--- src/rtl/ph_bytequad_sync.sv ---
// ph_bytequad_sync: parasite-to-host Tube registers R1..R4, single clock.
// R1 is a circular FIFO of R1_DEPTH bytes, R2/R4 hold one byte, R3 holds
// one or two bytes depending on one_byte_mode (a mode change flushes R3).
// Ports: h_phi2 clock, h_rst_b async active-low reset; parasite side
// p_we/p_selectData/p_data, p_full; host side h_rd/h_selectData, h_data,
// h_data_available, h_r3_two_bytes_available, h_r1_count.
// Optional macro PH_R1_OVERFLOW_EN adds sticky output p_r1_overflow.
module ph_bytequad_sync #(
    parameter int R1_DEPTH = 24,
    parameter int CW       = 5
) (
    input  logic          h_phi2,
    input  logic          h_rst_b,
    input  logic          p_we,
    input  logic [3:0]    p_selectData,
    input  logic [7:0]    p_data,
    input  logic          h_rd,
    input  logic [3:0]    h_selectData,
    input  logic          one_byte_mode,
    output logic [7:0]    h_data,
    output logic [3:0]    h_data_available,
    output logic          h_r3_two_bytes_available,
    output logic [3:0]    p_full,
    output logic [CW-1:0] h_r1_count
`ifdef PH_R1_OVERFLOW_EN
    ,
    output logic          p_r1_overflow
`endif
);

    localparam int PW = (R1_DEPTH > 2) ? $clog2(R1_DEPTH) : 1;
    localparam logic [PW-1:0] LAST  = PW'(R1_DEPTH - 1);
    localparam logic [CW-1:0] FULLC = CW'(R1_DEPTH);

    logic [7:0]    r1_mem [R1_DEPTH];
    logic [PW-1:0] r1_wp, r1_rp;
    logic [CW-1:0] r1_cnt;
    logic [7:0]    r2_q, r4_q;
    logic          r2_v, r4_v;
    logic [7:0]    r3_b0, r3_b1;
    logic [1:0]    r3_cnt;
    logic          mode_q;

    logic [3:0] psel, hsel, wr, rd, nonempty, full, pop, push;
    logic       flush;

    // Isolate the lowest set bit so non-one-hot selects pick one register.
    assign psel = p_selectData & (~p_selectData + 4'd1);
    assign hsel = h_selectData & (~h_selectData + 4'd1);

    assign wr = {4{p_we}} & psel;
    assign rd = {4{h_rd}} & hsel;

    assign nonempty = {r4_v, r3_cnt != 2'd0, r2_v, r1_cnt != '0};
    // R3 capacity follows the mode its current contents were written in.
    assign full = {r4_v,
                   mode_q ? (r3_cnt == 2'd1) : (r3_cnt == 2'd2),
                   r2_v,
                   r1_cnt == FULLC};

    assign pop   = rd & nonempty;
    // A full register still accepts a push when the same edge pops it.
    assign push  = wr & (~full | pop);
    assign flush = one_byte_mode != mode_q;

    assign p_full = full;
    assign h_data_available = {r4_v,
                               mode_q ? (r3_cnt != 2'd0) : (r3_cnt == 2'd2),
                               r2_v,
                               r1_cnt != '0};
    assign h_r3_two_bytes_available = ~mode_q & (r3_cnt == 2'd2);
    assign h_r1_count = r1_cnt;

    always_comb begin
        h_data = 8'h00;
        unique case (1'b1)
            hsel[0]: h_data = nonempty[0] ? r1_mem[r1_rp] : 8'h00;
            hsel[1]: h_data = r2_v ? r2_q : 8'h00;
            hsel[2]: h_data = nonempty[2] ? r3_b0 : 8'h00;
            hsel[3]: h_data = r4_v ? r4_q : 8'h00;
            default: h_data = 8'h00;
        endcase
    end

    always_ff @(posedge h_phi2) begin
        if (push[0]) r1_mem[r1_wp] <= p_data;
    end

    always_ff @(posedge h_phi2 or negedge h_rst_b) begin
        if (!h_rst_b) begin
            r1_wp  <= '0;
            r1_rp  <= '0;
            r1_cnt <= '0;
        end else begin
            if (push[0]) r1_wp <= (r1_wp == LAST) ? '0 : r1_wp + 1'b1;
            if (pop[0])  r1_rp <= (r1_rp == LAST) ? '0 : r1_rp + 1'b1;
            if (push[0] && !pop[0])      r1_cnt <= r1_cnt + CW'(1);
            else if (pop[0] && !push[0]) r1_cnt <= r1_cnt - CW'(1);
        end
    end

    always_ff @(posedge h_phi2 or negedge h_rst_b) begin
        if (!h_rst_b) begin
            r2_q <= 8'h00;
            r2_v <= 1'b0;
            r4_q <= 8'h00;
            r4_v <= 1'b0;
        end else begin
            if (push[1])     begin r2_q <= p_data; r2_v <= 1'b1; end
            else if (pop[1]) r2_v <= 1'b0;
            if (push[3])     begin r4_q <= p_data; r4_v <= 1'b1; end
            else if (pop[3]) r4_v <= 1'b0;
        end
    end

    // R3 is a two-entry shift FIFO; b0 is always the head.
    always_ff @(posedge h_phi2 or negedge h_rst_b) begin
        if (!h_rst_b) begin
            r3_b0  <= 8'h00;
            r3_b1  <= 8'h00;
            r3_cnt <= 2'd0;
            mode_q <= 1'b0;
        end else begin
            mode_q <= one_byte_mode;
            if (flush) begin
                r3_cnt <= 2'd0;
            end else if (push[2] && pop[2]) begin
                if (r3_cnt == 2'd1) begin
                    r3_b0 <= p_data;
                end else begin
                    r3_b0 <= r3_b1;
                    r3_b1 <= p_data;
                end
            end else if (pop[2]) begin
                r3_b0  <= r3_b1;
                r3_cnt <= r3_cnt - 2'd1;
            end else if (push[2]) begin
                if (r3_cnt == 2'd0) r3_b0 <= p_data;
                else                r3_b1 <= p_data;
                r3_cnt <= r3_cnt + 2'd1;
            end
        end
    end

`ifdef PH_R1_OVERFLOW_EN
    logic ovf_set;
    assign ovf_set = wr[0] & full[0] & ~pop[0];

    always_ff @(posedge h_phi2 or negedge h_rst_b) begin
        if (!h_rst_b)     p_r1_overflow <= 1'b0;
        else if (ovf_set) p_r1_overflow <= 1'b1;
        else if (pop[0])  p_r1_overflow <= 1'b0;
    end
`endif

endmodule

--- config.mk ---
export PLATFORM = sky130hd
export DESIGN_NAME = ph_bytequad_sync
export DESIGN_NICKNAME = d
export VERILOG_FILES = /design/src/rtl/ph_bytequad_sync.sv
export SDC_FILE = /design/constraint.sdc
export NUM_CORES = 1
export LEC_CHECK = 0
export CORE_MARGIN = 4
export CORE_UTILIZATION = 60
export CTS_BUF_LIST = sky130_fd_sc_hd__clkbuf_8 sky130_fd_sc_hd__clkbuf_16
export DETAILED_ROUTE_END_ITERATION = 7
export PLACE_DENSITY = 0.9
export SETUP_SLACK_MARGIN = 0.05
export SLEW_MARGIN = 15
export SYNTH_ARGS = -nofsm -noshare
export SYNTH_HDL_FRONTEND = slang
export SYNTH_SLANG_ARGS = --single-unit
--- constraint.sdc ---
create_clock -name h_phi2 -period 3.1 [get_ports h_phi2]
set_clock_uncertainty 0.2 [all_clocks]
set_input_delay 0.775 -clock h_phi2 [delete_from_list [all_inputs] [get_ports h_phi2]]
set_output_delay 0.775 -clock h_phi2 [all_outputs]
set_load 0.1 [all_outputs]
After elaboration in Yosys (flattened, before gate mapping)

Memories as Yosys holds them, arrays and structs flattened.
Index checks and enable logic that the tools add are counted.

Register bits after elaboration: 52
Bits in writable memories: 192
Memories: 1

Add/subtract/negate cells: 8
Equality and inequality tests: 10
Mux-type cells: 31
Bitwise gates (word level): 13
Reductions and logical operators: 18

Memories:

| memory | depth | width | rd ports | clocked after memory_dff | write ports | line | text |
|---|---|---|---|---|---|---|---|
| r1_mem | 24    | 8     | 1        | 0                        | 1           | 35   | `logic [7:0] r1_mem [R1_DEPTH];` |

Operators by type and width:

| operator              | count |
|---|---|
| $mux W8               | 14 |
| $pmux W8 S4           | 1 |
| $and A4 B4 Y4         | 6 |
| $mux W5               | 4 |
| $add A5 B1 Y5 const B | 3 |
| $eq A5 B5 Y1 const B  | 3 |
| $not A4 Y4            | 3 |
| $reduce_bool A2 Y1    | 5 |
| $reduce_bool A3 Y1    | 3 |
| $add A4 B1 Y4 const B | 2 |
| $mux W1               | 8 |
| $mux W2               | 4 |
| $ne A2 B2 Y1 const B  | 3 |
| $reduce_and A5 Y1     | 1 |
| $reduce_bool A5 Y1    | 1 |
| $sub A5 B1 Y5 const B | 1 |
| $or A4 B4 Y4          | 1 |
| $logic_and A1 B1 Y1   | 3 |
| $reduce_and A3 Y1     | 1 |
| $add A2 B1 Y2 const B | 1 |
| $eq A2 B1 Y1 const B  | 1 |
| $eq A2 B2 Y1 const B  | 1 |
| $logic_not A1 Y1      | 2 |
| $logic_not A2 Y1      | 1 |
| other kinds (6)       | 7 |

Logic depth before layout (Yosys ltp)

Word-level depth: 11
Mapped depth: 12
Gate-level depth less buffers: 11

Least setup slack after synthesis

Ideal clock, no wire load.

Kind: register -> output
Start point: register r1_cnt[1] (netlist: h_r1_count[1])
End point: output h_data[0]
Arrival time: 3756 ps
Setup slack: -1631 ps
Cell stages (with the launch flop): 5
Buffers on the path: 0
Cell sequence: dfrtp_1 > nor3_1 > a21boi_2 > nand4_1 > o21ai_0

Cells in the longest elaborated chain, start to end: 3

RTL lines:

| item                   | line | text |
|---|---|---|
| from (decl)            | 37   | `logic [CW-1:0] r1_cnt;` |
| from (signal assigned) | 97   | `if (push[0] && !pop[0]) r1_cnt <= r1_cnt + CW'(1);` |
| from (signal assigned) | 98   | `else if (pop[0] && !push[0]) r1_cnt <= r1_cnt - CW'(1);` |
| $reduce_bool A5 Y1     | 54   | `assign nonempty = {r4_v, r3_cnt != 2'd0, r2_v, r1_cnt != '0};` |
| $mux W8                | 77   | `hsel[0]: h_data = nonempty[0] ? r1_mem[r1_rp] : 8'h00;` |
| $pmux W8 S4            | 76   | `unique case (1'b1)` |
| to (decl)              | 20   | `output logic [7:0] h_data,` |

Every way passes these cells.

Worst setup path in the final report

Start point: register r1_rp[1]
End point: output h_data[7]

Cells in the longest elaborated chain, start to end: 3

RTL lines:

| item                   | line | text |
|---|---|---|
| from (decl)            | 36   | `logic [PW-1:0] r1_wp, r1_rp;` |
| from (signal assigned) | 96   | `if (pop[0]) r1_rp <= (r1_rp == LAST) ? '0 : r1_rp + 1'b1;` |
| $mem_v2 Z24 W8         | --   |  |
| $mux W8                | 77   |  |
| $pmux W8 S4            | 76   |  |

Every way passes these cells.

==> results.py <==
metrics = {
    "run_status": {
        "outcome": "finished, violations left",
        "violations": "setup timing",
    },
    "critical_path": {
        "arrival_ps": 2560,
        "reg2reg_to": "h_r1_count[4]",
        "ff2ff_path_depth": 11,
        "r2r-start": "h_r1_count[1]",
        "cp_max_fo": 8,
        "cp.required_ps": 2120,
        "start_kind": "register",
        "cp-endpoint": "h_data[7]",
        "crit_type": "reg2out",
        "endpoint_kind": "output port",
        "startpoint": "r1_rp[1]",
        "r2r_setup_slack_ps": 320,
    },
    "placement": {
        "place_ws_ps": -487,
        "portBuffers": 42,
        "gp_congestion": 0.922,
        "dpl_cell_area_um2": 11500,
        "place_hpwl_mm": 16.3,
    },
    "logic_synthesis": {
        "synth_xor_area_frac": 0.00682,
        "synth_fp_nets": 712,
        "synthTopCellsByArea": "edfxtp_1 56%, dfrtp_1 13%, mux2i_1 9.7%, mux2_2 3.8%, a22oi_1 1.8%",
        "ys_warn_count": 0,
        "synth_ff_type": "edfxtp_1",
        "synth_edf_count": 192,
        "synth_top_family_by_area": "multiplexers",
        "ys_async_sr_fraction": 0.213,
        "synth_compound_area_frac": 0.0669,
        "yosysMostFrequentCell": "edfxtp_1",
        "synth_top_area_share": 0.562,
        "synthMuxAreaShare": 0.135,
        "syn_area_um2": 10300,
        "synth.avg_cell_area_um2": 15.2,
        "ys_seq_area_frac": 0.688,
        "ys_seq_elements": 244,
        "synth_common_cells": "192 x edfxtp_1, 99 x mux2i_1, 52 x dfrtp_1, 41 x nor2_1",
        "synth_simple_gate_area_frac": 0.0656,
        "synthCells": 677,
        "synth_fa_ha_area_frac": 0.0178,
        "synth.distinct_cells": 51,
        "yosys.area.top_type": "edfxtp_1",
    },
    "final_layout": {
        "fin_area_um2": 13000,
        "diodes": 0,
        "drive_above_1_share": 0.333,
        "fin_nets": 832,
        "areaGrowthSynthToFinish_pct": 26.2,
    },
    "pwr": {
        "p_sw_frac": 0.394,
        "power.internal_mw": 7.50,
        "power_frac_clock": 0.236,
        "finalPower_mw": 12.4,
        "seqPwrFrac": 0.347,
        "ir_drop_mv": 0.937,
        "power_leakage_nw": 4.81,
        "powerDensity_nw_per_um2": 954,
        "p_sw_mw": 4.87,
        "share_comb_of_total_power": 0.417,
    },
    "clock_tree": {
        "tritoncts": "yes",
        "clock_sinks": 244,
        "cts-root-buf": "clkbuf_16",
        "clock_latency_ps": 520,
        "path_clk_slew_ps": 70,
        "h-tree-depth": 1,
        "cts_inserted_buffers": 25,
        "clockBufferDepth": 3,
    },
    "floorplan": {
        "die-area_um2": 19300,
        "num_rows": 47,
        "core_um2": 16700,
        "io_pins": 43,
        "start_util": 0.615,
        "die_w_um": 139,
        "die_y_um": 139,
    },
    "sta": {
        "setup_viol": 8,
        "worstMarginPinSlew_ps": 900,
        "drv_slew": 0,
        "min_period_ps": 3540,
        "fin_crit_sh": 1.14,
        "relSlewSlack": 0.398,
        "grt_setup_unrepaired": "true",
        "fin_ws_ps": -437,
        "fin_setup_tns_ps": -2880,
        "max_freq_ghz": 0.283,
        "finalHoldViolCount": 0,
    },
    "route": {
        "via_per_inst": 6.87,
        "antenna_left": 0,
        "drtPass1Iterations": 6,
        "wl_mm": 30.4,
        "drc_errors": 0,
        "wl_per_cell_um": 29.4,
        "drtIter0Drc": 1124,
        "via_count": 7108,
    },
    "min_path": {
        "min_path_type": "in2async",
    },
    "global_route": {
        "grt_max_degree": 36,
        "grt-ovfl-total": 0,
        "grt_pass1_wl_mm": 43.5,
        "antenna_found_initial": 0,
        "grt_pass1_vias": 7175,
        "grt_use_total": 0.295,
    },
    "flow_run": {
        "maxCapViolations": 0,
    },
}
==> state kept, by name, summed over array words and instances, names as in the netlist, 5 cells and up <==
name and count:
r1_rp 5, h_r1_count 5, r3_b1 8, r1_mem 192, r4_q 8, r1_wp 5, r2_q 8, r3_b0 8
==> worst max-delay path: stages, from the launching register on <==
cell     delay [ps]
dfrtp_4         560
buf_4           190
or3_4           450
o22ai_1         320
nor3_4          110
o21ai_4         210
buf_12          200
==> final cells by class <==
| cell class | count | area (um^2) |
|---|---|---|
| Timing Repair Buffer | 126 | 1250 |
| Multi-Input combinational cell | 387 | 3510 |
| Clock inverter | 20 | 158 |
| Inverter | 13 | 48.8 |
| Clock buffer | 25 | 626 |
| Fill cell | 812 | 3740 |
| Sequential cell | 244 | 7090 |
| Tap cell | 220 | 275 |
==> logic make-up after synthesis <==
group           count (synthesis)
xor+xnor                        8
flops                         244
simple gates                  132
fa+ha+maj                      14
mux                           134
compound gates                 99
buf+inv                        46
==> stage by stage <==
stage / utilization / std cells / hold slack, ps
finish: 0.776 / 1035 / 97.0
floorplan: - / 677 / 251
global route: 0.776 / 1035 / 132
CTS: 0.767 / 1030 / 100
detailed placement: 0.688 / 971 / 293
global placement: 0.688 / 971 / 282
==> placed cells by master, fill, tap and decap left out, drive strengths merged, types with 2 or more instances in the layout <==
master	count
edfxtp	192
buf	106
mux2i	99
dfrtp	52
nor2	41
nand2	36
mux2	35
o21ai	28
clkbuf	26
a22oi	24
inv	16
clkdlybuf4s50	15
a21oi	15
ha	13
clkinv	13
nor3	11
nand4	10
nand3	9
a222oi	8
o221ai	8
o22ai	8
xnor2	6
and3b	3
nor4b	3
and3	3
or3	3
nor2b	3
a21o	3
and2	3
nand3b	2
xor2	2
bufinv	2
clkdlybuf4s15	2
dlygate4sd2	2
clkinvlp	2
==> worst min-delay path by stage <==
stage / cells after the start / end / from / slack (ps)
5_1_grt: 1 / r4_q[2] / h_rst_b / 130
6_report: 1 / r1_wp[0] / h_rst_b / 100
2_1_floorplan: 2 / r3_b0[0] / r3_b0[0] / 250
3_5_place_dp: 2 / r3_b0[4] / r3_b0[4] / 290
3_3_place_gp: 2 / r3_b0[3] / r3_b0[3] / 280
4_1_cts: 1 / r3_cnt[0] / h_rst_b / 100
==> power groups by stage <==
| stage | combinational, mW | clock, mW | sequential, mW |
|---|---|---|---|
| after global routing | 5.33 | 3.05 | 4.30 |
| after global placement | 3.91 | 0 | 4.26 |
| after floorplan | 2.67 | 0 | 4.37 |
| final | 5.16 | 2.92 | 4.29 |
| after CTS | 4.76 | 2.85 | 4.22 |
| after detailed placement | 4.06 | 0 | 4.29 |
==> timing repair <==
action | CTS | global route
setup endpoints to repair | 8 | 9
pin swaps | 38 | 23
setup buffers | 13 | 4
endpoints found under the hold margin | 0 | 0
gates cloned | 1 | 1
gates resized for setup | 92 | 17
hold buffers | 0 | 0
==> metal layers <==
| layer | track usage | part of all wire | vias up | wire length (um) |
|---|---|---|---|---|
| met5 | 0 | 0 | - | 0 |
| met4 | 0.153 | 0.066 | 0 | 2010 |
| met3 | 0.0666 | 0.12 | 157 | 3640 |
| met2 | 0.502 | 0.49 | 686 | 14900 |
| met1 | 0.355 | 0.32 | 3421 | 9870 |
| li1 | - | - | 2844 | - |
Note: power is estimated with default switching activity, not from simulation.
